[src/rtl/ex_muldiv_unit_pkg.sv]
// Shared definitions for the EX-stage iterative multiply/divide unit:
// op and state encodings, iteration count and a magnitude helper.
package ex_muldiv_unit_pkg;

    localparam int MD_WIDTH      = 32;
    localparam int MULDIV_CYCLES = MD_WIDTH;
    localparam int CNT_W         = $clog2(MULDIV_CYCLES);

    typedef enum logic [1:0] {
        OP_MULT  = 2'b00,
        OP_MULTU = 2'b01,
        OP_DIV   = 2'b10,
        OP_DIVU  = 2'b11
    } op_e;

    typedef enum logic [1:0] {
        S_IDLE,
        S_BUSY,
        S_FIXUP,
        S_DONE
    } state_e;

    // Magnitude for signed ops, raw value otherwise.
    // -0x80000000 wraps to itself, which reads correctly as unsigned.
    function automatic logic [MD_WIDTH-1:0] mag(
        input logic [MD_WIDTH-1:0] v,
        input logic                sgn
    );
        return (sgn && v[MD_WIDTH-1]) ? -v : v;
    endfunction

endpackage

[src/rtl/ex_muldiv_unit_if.sv]
// Pipeline-side bundle of the mul/div unit: ID/EX operands, MTHI/MTLO
// writes, stall/done/div_zero status and the HI/LO registers.
// master = pipeline, slave = mul/div unit.
interface ex_muldiv_unit_if #(
    parameter int WIDTH = 32
);
    import ex_muldiv_unit_pkg::*;

    logic             start;
    op_e              op;
    logic [WIDTH-1:0] src_a;
    logic [WIDTH-1:0] src_b;
    logic             hi_we;
    logic             lo_we;
    logic [WIDTH-1:0] wdata;
    logic             stall;
    logic             done;
    logic             div_zero;
    logic [WIDTH-1:0] hi;
    logic [WIDTH-1:0] lo;

    modport master (
        output start, op, src_a, src_b, hi_we, lo_we, wdata,
        input  stall, done, div_zero, hi, lo
    );

    modport slave (
        input  start, op, src_a, src_b, hi_we, lo_we, wdata,
        output stall, done, div_zero, hi, lo
    );

endinterface

[src/rtl/ex_muldiv_unit_step.sv]
// muldiv_step: one combinational iteration of the mul/div datapath.
// Ports: i_acc (accumulator / remainder:quotient), i_opnd (multiplicand or
// divisor), i_div (1 = divide); o_acc next accumulator, o_q quotient bit.
module muldiv_step
    import ex_muldiv_unit_pkg::*;
#(
    parameter int WIDTH = MD_WIDTH
) (
    input  logic [2*WIDTH-1:0] i_acc,
    input  logic [WIDTH-1:0]   i_opnd,
    input  logic               i_div,
    output logic [2*WIDTH-1:0] o_acc,
    output logic               o_q
);

    logic [WIDTH:0] w_sum;
    logic [WIDTH:0] w_rem_sh;
    logic [WIDTH:0] w_diff;
    logic           w_fits;

    always_comb begin
        // Multiply: acc = {partial, multiplier}; add on LSB, shift right.
        w_sum    = {1'b0, i_acc[2*WIDTH-1:WIDTH]}
                 + (i_acc[0] ? {1'b0, i_opnd} : '0);
        // Divide: acc = {remainder, dividend/quotient}; shift left 1.
        w_rem_sh = {i_acc[2*WIDTH-1:WIDTH], i_acc[WIDTH-1]};
        w_diff   = w_rem_sh - {1'b0, i_opnd};
        w_fits   = ~w_diff[WIDTH];
        o_q      = 1'b0;
        o_acc    = '0;
        if (i_div) begin
            o_q   = w_fits;
            o_acc = {(w_fits ? w_diff[WIDTH-1:0] : w_rem_sh[WIDTH-1:0]),
                     i_acc[WIDTH-2:0], 1'b0};
        end else begin
            o_acc = {w_sum, i_acc[WIDTH-1:1]};
        end
    end

endmodule

[src/rtl/ex_muldiv_unit.sv]
// EX-stage iterative multiply/divide unit with architectural HI/LO.
// Ports: clk, reset (sync, active-high), mdu (slave side of the bundle).
module ex_muldiv_unit
    import ex_muldiv_unit_pkg::*;
#(
    parameter int WIDTH = MD_WIDTH
) (
    input  logic               clk,
    input  logic               reset,
    ex_muldiv_unit_if.slave    mdu
);

    state_e               r_state;
    state_e               w_state_nxt;
    logic [CNT_W-1:0]     r_count;
    logic [2*WIDTH-1:0]   r_acc;
    logic [2*WIDTH-1:0]   w_acc_step;
    logic                 w_q;
    logic [WIDTH-1:0]     r_opa;
    logic [WIDTH-1:0]     r_opb;
    logic [WIDTH-1:0]     r_hi;
    logic [WIDTH-1:0]     r_lo;
    logic                 r_is_div;
    logic                 r_neg_q;
    logic                 r_neg_r;
    logic                 r_done;
    logic                 r_div_zero;
    logic                 w_signed;
    logic [WIDTH-1:0]     w_mag_a;
    logic [WIDTH-1:0]     w_mag_b;
    logic [2*WIDTH-1:0]   w_prod;
    logic [WIDTH-1:0]     w_quo;
    logic [WIDTH-1:0]     w_rem;
    logic                 w_dz;

    assign w_signed = (mdu.op == OP_MULT) || (mdu.op == OP_DIV);
    assign w_mag_a  = mag(mdu.src_a, w_signed);
    assign w_mag_b  = mag(mdu.src_b, w_signed);

    muldiv_step #(.WIDTH(WIDTH)) u_step (
        .i_acc  (r_acc),
        .i_opnd (r_opb),
        .i_div  (r_is_div),
        .o_acc  (w_acc_step),
        .o_q    (w_q)
    );

    always_ff @(posedge clk) begin
        if (reset) r_state <= S_IDLE;
        else       r_state <= w_state_nxt;
    end

    always_comb begin
        w_state_nxt = r_state;
        mdu.stall   = 1'b0;
        unique case (r_state)
            S_IDLE: begin
                if (mdu.start) begin
                    w_state_nxt = S_BUSY;
                    mdu.stall   = 1'b1;
                end
            end
            S_BUSY: begin
                mdu.stall = 1'b1;
                if (r_count == CNT_W'(MULDIV_CYCLES - 1))
                    w_state_nxt = S_FIXUP;
            end
            S_FIXUP: begin
                mdu.stall   = 1'b1;
                w_state_nxt = S_DONE;
            end
            // DONE still holds the same instruction, so start is ignored.
            S_DONE:  w_state_nxt = S_IDLE;
            default: w_state_nxt = S_IDLE;
        endcase
    end

    // Sign fixup on the unsigned magnitude result.
    assign w_prod = r_neg_q ? -r_acc : r_acc;
    assign w_quo  = r_neg_q ? -r_acc[WIDTH-1:0] : r_acc[WIDTH-1:0];
    assign w_rem  = r_neg_r ? -r_acc[2*WIDTH-1:WIDTH]
                            : r_acc[2*WIDTH-1:WIDTH];
    assign w_dz   = r_is_div && (r_opb == '0);

    always_ff @(posedge clk) begin
        if (reset) begin
            r_count    <= '0;
            r_acc      <= '0;
            r_opa      <= '0;
            r_opb      <= '0;
            r_hi       <= '0;
            r_lo       <= '0;
            r_is_div   <= 1'b0;
            r_neg_q    <= 1'b0;
            r_neg_r    <= 1'b0;
            r_done     <= 1'b0;
            r_div_zero <= 1'b0;
        end else begin
            r_done     <= 1'b0;
            r_div_zero <= 1'b0;
            unique case (r_state)
                S_IDLE: begin
                    if (mdu.start) begin
                        r_opa    <= w_mag_a;
                        r_opb    <= w_mag_b;
                        r_acc    <= {{WIDTH{1'b0}}, w_mag_a};
                        r_is_div <= mdu.op[1];
                        r_neg_q  <= w_signed
                                  && (mdu.src_a[WIDTH-1] ^ mdu.src_b[WIDTH-1]);
                        r_neg_r  <= w_signed && mdu.src_a[WIDTH-1];
                        r_count  <= '0;
                    end else begin
                        if (mdu.hi_we) r_hi <= mdu.wdata;
                        if (mdu.lo_we) r_lo <= mdu.wdata;
                    end
                end
                S_BUSY: begin
                    r_acc   <= w_acc_step | {{(2*WIDTH-1){1'b0}}, w_q};
                    r_count <= r_count + 1'b1;
                end
                S_FIXUP: begin
                    r_done     <= 1'b1;
                    r_div_zero <= w_dz;
                    if (!r_is_div) begin
                        {r_hi, r_lo} <= w_prod;
                    end else if (w_dz) begin
                        // Rebuild the dividend exactly as presented.
                        r_hi <= r_neg_r ? -r_opa : r_opa;
                        r_lo <= '1;
                    end else begin
                        r_hi <= w_rem;
                        r_lo <= w_quo;
                    end
                end
                default: ;
            endcase
        end
    end

    assign mdu.done     = r_done;
    assign mdu.div_zero = r_div_zero;
    assign mdu.hi       = r_hi;
    assign mdu.lo       = r_lo;

endmodule

[src/flat_wrapper.sv]
// flat-port wrapper written by rule: the top's interface ports become plain ports
module ex_muldiv_unit_flat import ex_muldiv_unit_pkg::*;
#(
    parameter int WIDTH = MD_WIDTH
)
  (clk, reset, mdu_start, mdu_op, mdu_src_a, mdu_src_b, mdu_hi_we, mdu_lo_we, mdu_wdata, mdu_stall, mdu_done, mdu_div_zero, mdu_hi, mdu_lo);
  ex_muldiv_unit_if #(.WIDTH(WIDTH)) mdu_i ();
  input  logic clk;
  input  logic reset;
  input wire logic [$bits(mdu_i.start)-1:0] mdu_start;
  input wire logic [$bits(mdu_i.op)-1:0] mdu_op;
  input wire logic [$bits(mdu_i.src_a)-1:0] mdu_src_a;
  input wire logic [$bits(mdu_i.src_b)-1:0] mdu_src_b;
  input wire logic [$bits(mdu_i.hi_we)-1:0] mdu_hi_we;
  input wire logic [$bits(mdu_i.lo_we)-1:0] mdu_lo_we;
  input wire logic [$bits(mdu_i.wdata)-1:0] mdu_wdata;
  output wire logic [$bits(mdu_i.stall)-1:0] mdu_stall;
  output wire logic [$bits(mdu_i.done)-1:0] mdu_done;
  output wire logic [$bits(mdu_i.div_zero)-1:0] mdu_div_zero;
  output wire logic [$bits(mdu_i.hi)-1:0] mdu_hi;
  output wire logic [$bits(mdu_i.lo)-1:0] mdu_lo;
  assign mdu_i.start = mdu_start;
  assign mdu_i.op = mdu_op;
  assign mdu_i.src_a = mdu_src_a;
  assign mdu_i.src_b = mdu_src_b;
  assign mdu_i.hi_we = mdu_hi_we;
  assign mdu_i.lo_we = mdu_lo_we;
  assign mdu_i.wdata = mdu_wdata;
  assign mdu_stall = mdu_i.stall;
  assign mdu_done = mdu_i.done;
  assign mdu_div_zero = mdu_i.div_zero;
  assign mdu_hi = mdu_i.hi;
  assign mdu_lo = mdu_i.lo;
  ex_muldiv_unit #(.WIDTH(WIDTH)) u_core (.clk(clk), .reset(reset), .mdu(mdu_i));
endmodule
[config.mk]
export PLATFORM = sky130hd
export DESIGN_NAME = ex_muldiv_unit_flat
export DESIGN_NICKNAME = d
export VERILOG_FILES = /design/src/rtl/ex_muldiv_unit_pkg.sv /design/src/rtl/ex_muldiv_unit_if.sv /design/src/rtl/ex_muldiv_unit_step.sv /design/src/rtl/ex_muldiv_unit.sv /design/src/flat_wrapper.sv
export SDC_FILE = /design/constraint.sdc
export NUM_CORES = 1
export LEC_CHECK = 0
export CAP_MARGIN = 10
export CORE_MARGIN = 1
export CORE_UTILIZATION = 54
export CTS_BUF_LIST = sky130_fd_sc_hd__clkbuf_2
export DETAILED_ROUTE_END_ITERATION = 7
export PLACE_DENSITY_LB_ADDON = 0.08
export RECOVER_POWER = 100
export SYNTH_ARGS = -nofsm -noshare
export SYNTH_HDL_FRONTEND = slang
export SYNTH_HIERARCHICAL = 1
export SYNTH_SLANG_ARGS = --single-unit
[constraint.sdc]
create_clock -name clk -period 3.8 [get_ports clk]
set_input_delay 0.76 -clock clk [delete_from_list [all_inputs] [get_ports clk]]
set_output_delay 0.76 -clock clk [all_outputs]
set_load 0.02 [all_outputs]
# Word level (Yosys, flattened, before mapping)

Index checks and enable logic that the tools add are counted.

Input bits: 103
Register bits after elaboration: 204

Equality and inequality tests: 10
Mux-type cells: 30
Bitwise operators: 4
Reduce and logical (&&, ||, !) cells: 17
Add/sub/neg operators: 9

Operators by type and width:

| cell                | count |
|---|---|
| $mux 32             | 15 |
| $mux 64             | 3 |
| $neg 32->32         | 5 |
| $pmux 32 s2         | 2 |
| $pmux 64 s2         | 1 |
| $neg 64->64         | 1 |
| $or 64x1->64        | 1 |
| $add 32x33->33      | 1 |
| $sub 33x32->33      | 1 |
| $logic_not 32->1    | 1 |
| $pmux 5 s2          | 1 |
| $ne 2x2->1 const B  | 4 |
| $pmux 2 s4          | 1 |
| $eq 2x2->1 const B  | 3 |
| $reduce_and 2->1    | 3 |
| $reduce_and 3->1    | 2 |
| $add 5x1->5 const B | 1 |
| $eq 5x5->1 const B  | 1 |
| $mux 5              | 1 |
| $logic_and 1x1->1   | 4 |
| $logic_not 2->1     | 2 |
| $mux 2              | 2 |
| $reduce_bool 2->1   | 2 |
| $reduce_or 2->1     | 2 |
| 7 further kinds     | 10 |

# Depth between registers and ports, before layout

Depth after elaboration: 6
Mapped depth: 15
Gate-level depth less buffers: 14

# Modules after synthesis

Netlist, hierarchy kept.

Modules (own cells, without submodules):

| module         | area an instance (um^2) | instances | cells an instance |
|---|---|---|---|
| ex_muldiv_unit | 12477.0                 | 1         | 1614 |
| muldiv_step    | 4680.7                  | 1         | 685 |

# Worst setup path before layout

Ideal clock, no wire load.

Path kind: reg2reg
Start point: register u_core.r_acc[0]
End point: register u_core.r_acc[61]
Setup time: 65 ps
Slack: 260 ps
Arrival: 3475 ps
Period minus slack after synthesis: 3540 ps
Stages on the path, launching flop included: 16
Path through: dfxtp_1 clkbuf_1 and2_1 ha_1 fa_1 a211oi_1 o21bai_1 o41ai_1 a21oi_1 o211a_1 o211ai_1 nand2_1 a2111o_1 o221ai_1 a22oi_1 nor2_1

Word-level cells in the longest chain between the ends: 5

Ends and longest elaborated chain:

| what                      | RTL line                  | RTL |
|---|---|---|
| start, declared           | ex_muldiv_unit.sv:16      | `logic [2*WIDTH-1:0] r_acc;` |
| start signal, assigned    | ex_muldiv_unit.sv:106     | `r_acc <= {{WIDTH{1'b0}}, w_mag_a};` |
| start signal, assigned    | ex_muldiv_unit.sv:118     | `r_acc <= w_acc_step \| {{(2*WIDTH-1){1'b0}}, w_q};` |
| $mux 32                   | ex_muldiv_unit_step.sv:24 | `+ (i_acc[0] ? {1'b0, i_opnd} : '0);` |
| $add 32x33->33            | ex_muldiv_unit_step.sv:24 |  |
| $mux 64                   | ex_muldiv_unit_step.sv:31 | `if (i_div) begin` |
| net u_core.w_acc_step[61] | ex_muldiv_unit.sv:17      | `logic [2*WIDTH-1:0] w_acc_step;` |
| $or 64x1->64              | ex_muldiv_unit.sv:118     |  |
| $pmux 64 s2               | ex_muldiv_unit.sv:101     | `unique case (r_state)` |

The timed path passes the listed nets, and every way through them passes these cells.
A chain may end at the register's enable or synchronous reset.

# Final worst setup path

Start point: register u_core.r_acc[31]
End point: register u_core.r_acc[0]

Word-level cells in the longest chain between the ends: 5

Ends and longest elaborated chain:

| what           | RTL line                  | RTL |
|---|---|---|
| $sub 33x32->33 | ex_muldiv_unit_step.sv:27 | `w_diff = w_rem_sh - {1'b0, i_opnd};` |
| $not 1->1      | ex_muldiv_unit_step.sv:28 | `w_fits = ~w_diff[WIDTH];` |
| $mux 1         | ex_muldiv_unit_step.sv:31 |  |
| net u_core.w_q | ex_muldiv_unit.sv:18      | `logic w_q;` |
| $or 64x1->64   | ex_muldiv_unit.sv:118     |  |
| $pmux 64 s2    | ex_muldiv_unit.sv:101     |  |

The timed path passes the listed nets, and every way through them passes these cells.

==> flow_summary.toml <==
[status]
outcome = "complete, but fails checks"
violations_in_the_final_reports = "max-capacitance violations, max-slew violations"

[grt]
grt.total_usage = 0.3768
grt_first_pass_wirelength_um = 97010
via_count_of_the_first_global_routing_pass = 17070
globalRouteOverflowTotal = 0
grt_antenna_before_repair = 2
pin_count_of_the_biggest_net_entering_global_routing = 115

[clock_network]
numCtsBuffers = 55
cts_buffer_depth = 3
cts_max_level = 2
cts.sinks = 204
clkSlewWorstSetupHoldPaths_ns = 0.11
tritoncts = "done"
holdBufCountCts = 0
clk-insertion-delay-late_ns = 0.95
clk_root_buffer_cell = "sky130_fd_sc_hd__clkbuf_2"

[critical_path]
critical-path-max-stage-delay_ns = 0.44
worst_ep_required_time_ns = 4.60
cpMaxStageDelayCell = "sky130_fd_sc_hd__fa_1"
critPathArrivalTime_ns = 4.45
worst-setup-path-type = "reg2reg"
cp.buffers_inverters = 3
timing.critical_path.to_type = "flip-flop"
path_delay_family = "compound AO/OA/AOI/OAI gates"
critical_path.startpoint_type = "flip-flop"
crit_path_max_fanout = 11
path_cells = "inv_1 -> ha_1 -> fa_1 -> nor2b_2 -> o2111ai_2 -> a2111oi_4 -> buf_4 -> or3_1 -> a21oi_1 -> a311oi_4 -> buf_12 -> and2_0 -> or3_1 -> o211ai_1 -> a21oi_1"

[synth]
postSynth.topFlopCell = "sky130_fd_sc_hd__dfxtp_1"
number_of_synthesized_flops_with_an_enable_pin = 0
synth.top_cells.by_area = "sky130_fd_sc_hd__dfxtp_1, sky130_fd_sc_hd__xnor2_1, sky130_fd_sc_hd__nor2_1"
synth_simple_gate_area_share = 0.2110
yosysSeqAreaShare = 0.2380
postSynthRegisterBits = 204
synthesis.area_um2 = 17160
synth.top_cell.area_share = 0.2380
netlist-cell-type-count = 82
synth-compound-area-share = 0.2910
synth.net_count = 2479
yosysTopAreaCell = "sky130_fd_sc_hd__dfxtp_1"
synth_top_family_by_area = "compound AO/OA/AOI/OAI gates"
synthArstFlopShare = 0
yosys.area_share.adder = 0.05703
synthMuxAreaShare = 0.03872
synth.avg_cell_area_um2 = 7.463
synth.yosys.warnings = 6
synth_xor_area_frac = 0.1097
postSynthCellCount = 2299

[routing]
viasPerCell = 6.504
drc_errors = 0
detailroute.via_count = 19010
ant_nets = 0
post_drt_wl_per_cell_um = 21.77
routed_wirelength_um = 63630
detail_route.first_pass.iterations = 8
detail_route.iter0.violations = 2461

[pwr]
pwr_per_cell_area_nw_per_um2 = 606.6
power.static_leakage_nw = 8.071
irDropWorstVdd_mv = 0.4231
fin_total_pwr_mw = 12.25

[timing]
report.final.hold_viol_count = 0
fin_worst_hold_slack_ns = 0.2446
max_freq_mhz = 274.0
timing.final.crit_share = 0.9604
setup_tns_after_final_layout_ns = 0
slew_violations = 153
timing.slew.headroom = -0.4235
min_period_ns = 3.650
tightest_slew_ns = 2.135
finalSetupViolations = 0
finClkSkew_ns = 0.08424

[floorplan]
chipWidth_um = 180.3
floorplan_core_area_um2 = 30910
die_area_um2 = 32490
die-height_um = 180.3
top_level_ports = 170
placementRows = 64
start_util = 0.5551

[hold_path]
hold_path.class = "in2reg"

[finish]
filler_cell_count = 2859
syn_to_final_growth_pct = 17.75
drive_gt1_frac = 0.1168
nNetsFinal = 2663
final_design_area_no_fill_um2 = 20200

[placement]
placer_s_final_routability_congestion_estimate = 1.035
dp.final_hpwl_um = 48440
place.port_buffers = 169
placed_cell_area_um2 = 19710

[flow_run]
max_cap_viol_count = 2
## metrics by stage
| stage | worst slack, ns | std cells | utilization |
|---|---|---|---|
| detailed placement | 0.08653 | 2821 | 0.6377 |
| floorplan | 0.2600 | 2299 | - |
| global placement | 0.2073 | 2821 | 0.6377 |
| CTS | 0.04491 | 2921 | 0.6531 |
| finish | 0.1504 | 2923 | 0.6536 |
| global route | -0.001072 | 2923 | 0.6536 |
## cell usage after synthesis (28+ instances only)
library cell,instances
sky130_fd_sc_hd__nor2_1,251
sky130_fd_sc_hd__nand2_1,212
sky130_fd_sc_hd__dfxtp_1,204
sky130_fd_sc_hd__a21oi_1,187
sky130_fd_sc_hd__xnor2_1,136
sky130_fd_sc_hd__clkbuf_1,135
sky130_fd_sc_hd__o21ai_0,126
sky130_fd_sc_hd__xor2_1,79
sky130_fd_sc_hd__inv_1,76
sky130_fd_sc_hd__ha_1,75
sky130_fd_sc_hd__a211oi_1,73
sky130_fd_sc_hd__nor3_1,49
sky130_fd_sc_hd__a22oi_1,43
sky130_fd_sc_hd__and2_1,41
sky130_fd_sc_hd__o31ai_1,40
sky130_fd_sc_hd__a21o_1,36
sky130_fd_sc_hd__mux2_2,33
sky130_fd_sc_hd__o221ai_1,33
sky130_fd_sc_hd__or3_1,33
sky130_fd_sc_hd__nand3_1,30
sky130_fd_sc_hd__o41ai_1,28
## placed cells by master, fill, tap and decap left out, types with 18 or more instances in the layout
cell and count:
sky130_fd_sc_hd__a211oi_1 72, sky130_fd_sc_hd__a21o_1 36, sky130_fd_sc_hd__a21oi_1 182, sky130_fd_sc_hd__a22oi_1 43, sky130_fd_sc_hd__a31oi_1 25, sky130_fd_sc_hd__and2_1 36, sky130_fd_sc_hd__buf_4 102, sky130_fd_sc_hd__clkbuf_2 76
sky130_fd_sc_hd__clkdlybuf4s50_1 101, sky130_fd_sc_hd__clkinv_1 20, sky130_fd_sc_hd__dfxtp_1 196, sky130_fd_sc_hd__dlygate4sd3_1 67, sky130_fd_sc_hd__ha_1 73, sky130_fd_sc_hd__inv_1 76, sky130_fd_sc_hd__mux2_2 33, sky130_fd_sc_hd__mux2i_1 27
sky130_fd_sc_hd__nand2_1 211, sky130_fd_sc_hd__nand2b_1 22, sky130_fd_sc_hd__nand3_1 30, sky130_fd_sc_hd__nor2_1 250, sky130_fd_sc_hd__nor3_1 49, sky130_fd_sc_hd__nor4_1 26, sky130_fd_sc_hd__o211ai_1 21, sky130_fd_sc_hd__o21a_1 20
sky130_fd_sc_hd__o21ai_0 129, sky130_fd_sc_hd__o221ai_1 33, sky130_fd_sc_hd__o31ai_1 40, sky130_fd_sc_hd__o41ai_1 28, sky130_fd_sc_hd__or3_1 33, sky130_fd_sc_hd__or4_1 18, sky130_fd_sc_hd__xnor2_1 136, sky130_fd_sc_hd__xor2_1 79
## worst reg2reg max path: cells and delay by family (launching register included)
| kind | cells | cell delay [ns] |
|---|---|---|
| compound gates | 6 | 1.26 |
| flops | 1 | 0.35 |
| fa+ha+maj | 2 | 0.67 |
| simple gates | 4 | 0.85 |
| buf+inv | 3 | 0.45 |
## final cells by class
type                            instances  area (µm²)  area share
Antenna cell                            1       2.502   0.0001239
Clock buffer                           72       360.3     0.01784
Clock inverter                         28       116.4    0.005760
Inverter                               77       289.0     0.01431
Multi-Input combinational cell       1857       12210      0.6046
Sequential cell                       204        4096      0.2028
Tap cell                              396       495.5     0.02452
Timing Repair Buffer                  288        2629      0.1301
## layer usage
layer,up-vias,track usage,part of all wire
li1,8812,-,-
met1,8962,0.5375,0.43
met2,1107,0.5794,0.43
met3,128,0.06892,0.12
met4,2,0.09949,0.024
met5,-,0,0.00016
## power breakdown
| group | switching, mW | total [mW] | internal [mW] |
|---|---|---|---|
| combinational | 4.61 | 7.33 | 2.72 |
| clock | 1.01 | 1.54 | 0.531 |
| sequential | 0.676 | 3.38 | 2.71 |
## flip-flops by register name, indices dropped and copies added (netlist names)
| register | cells |
|---|---|
| u_core/r_acc | 64 |
| u_core/mdu.hi | 32 |
| u_core/mdu.lo | 32 |
| u_core/r_opa | 32 |
| u_core/r_opb | 32 |
| u_core/r_count | 5 |
| u_core/r_state | 2 |
| u_core/mdu.div_zero | 1 |
| u_core/mdu.done | 1 |
| u_core/r_is_div | 1 |
| u_core/r_neg_q | 1 |
| u_core/r_neg_r | 1 |
## path summary, 6_finish.rpt
check	from	endpoint	slack (ns)	cells past startpoint
max	u_core/r_acc[31]	u_core/r_acc[0]	0.15	15
min	reset	u_core/mdu.lo[8]	0.24	2
max reg2reg	u_core/r_acc[31]	u_core/r_acc[0]	0.15	15
min reg2reg	u_core/mdu.lo[12]	u_core/mdu.lo[12]	0.46	2
## cells by family (layout without fill, tap and decap cells)
family / count (synthesis) / after routing
flops: 204 / 204
xor+xnor: 215 / 215
fa+ha+maj: 77 / 77
simple gates: 765 / 765
compound gates: 739 / 739
mux: 61 / 61
other cells: 0 / 1
buf+inv: 238 / 465
## what timing repair did
action | 4_1_cts | 5_1_grt
setup endpoints to repair | 0 | 31
buffers inserted | 0 | 1
resized for setup | 0 | 24
No activity file was read; power rests on OpenSTA's default activity.
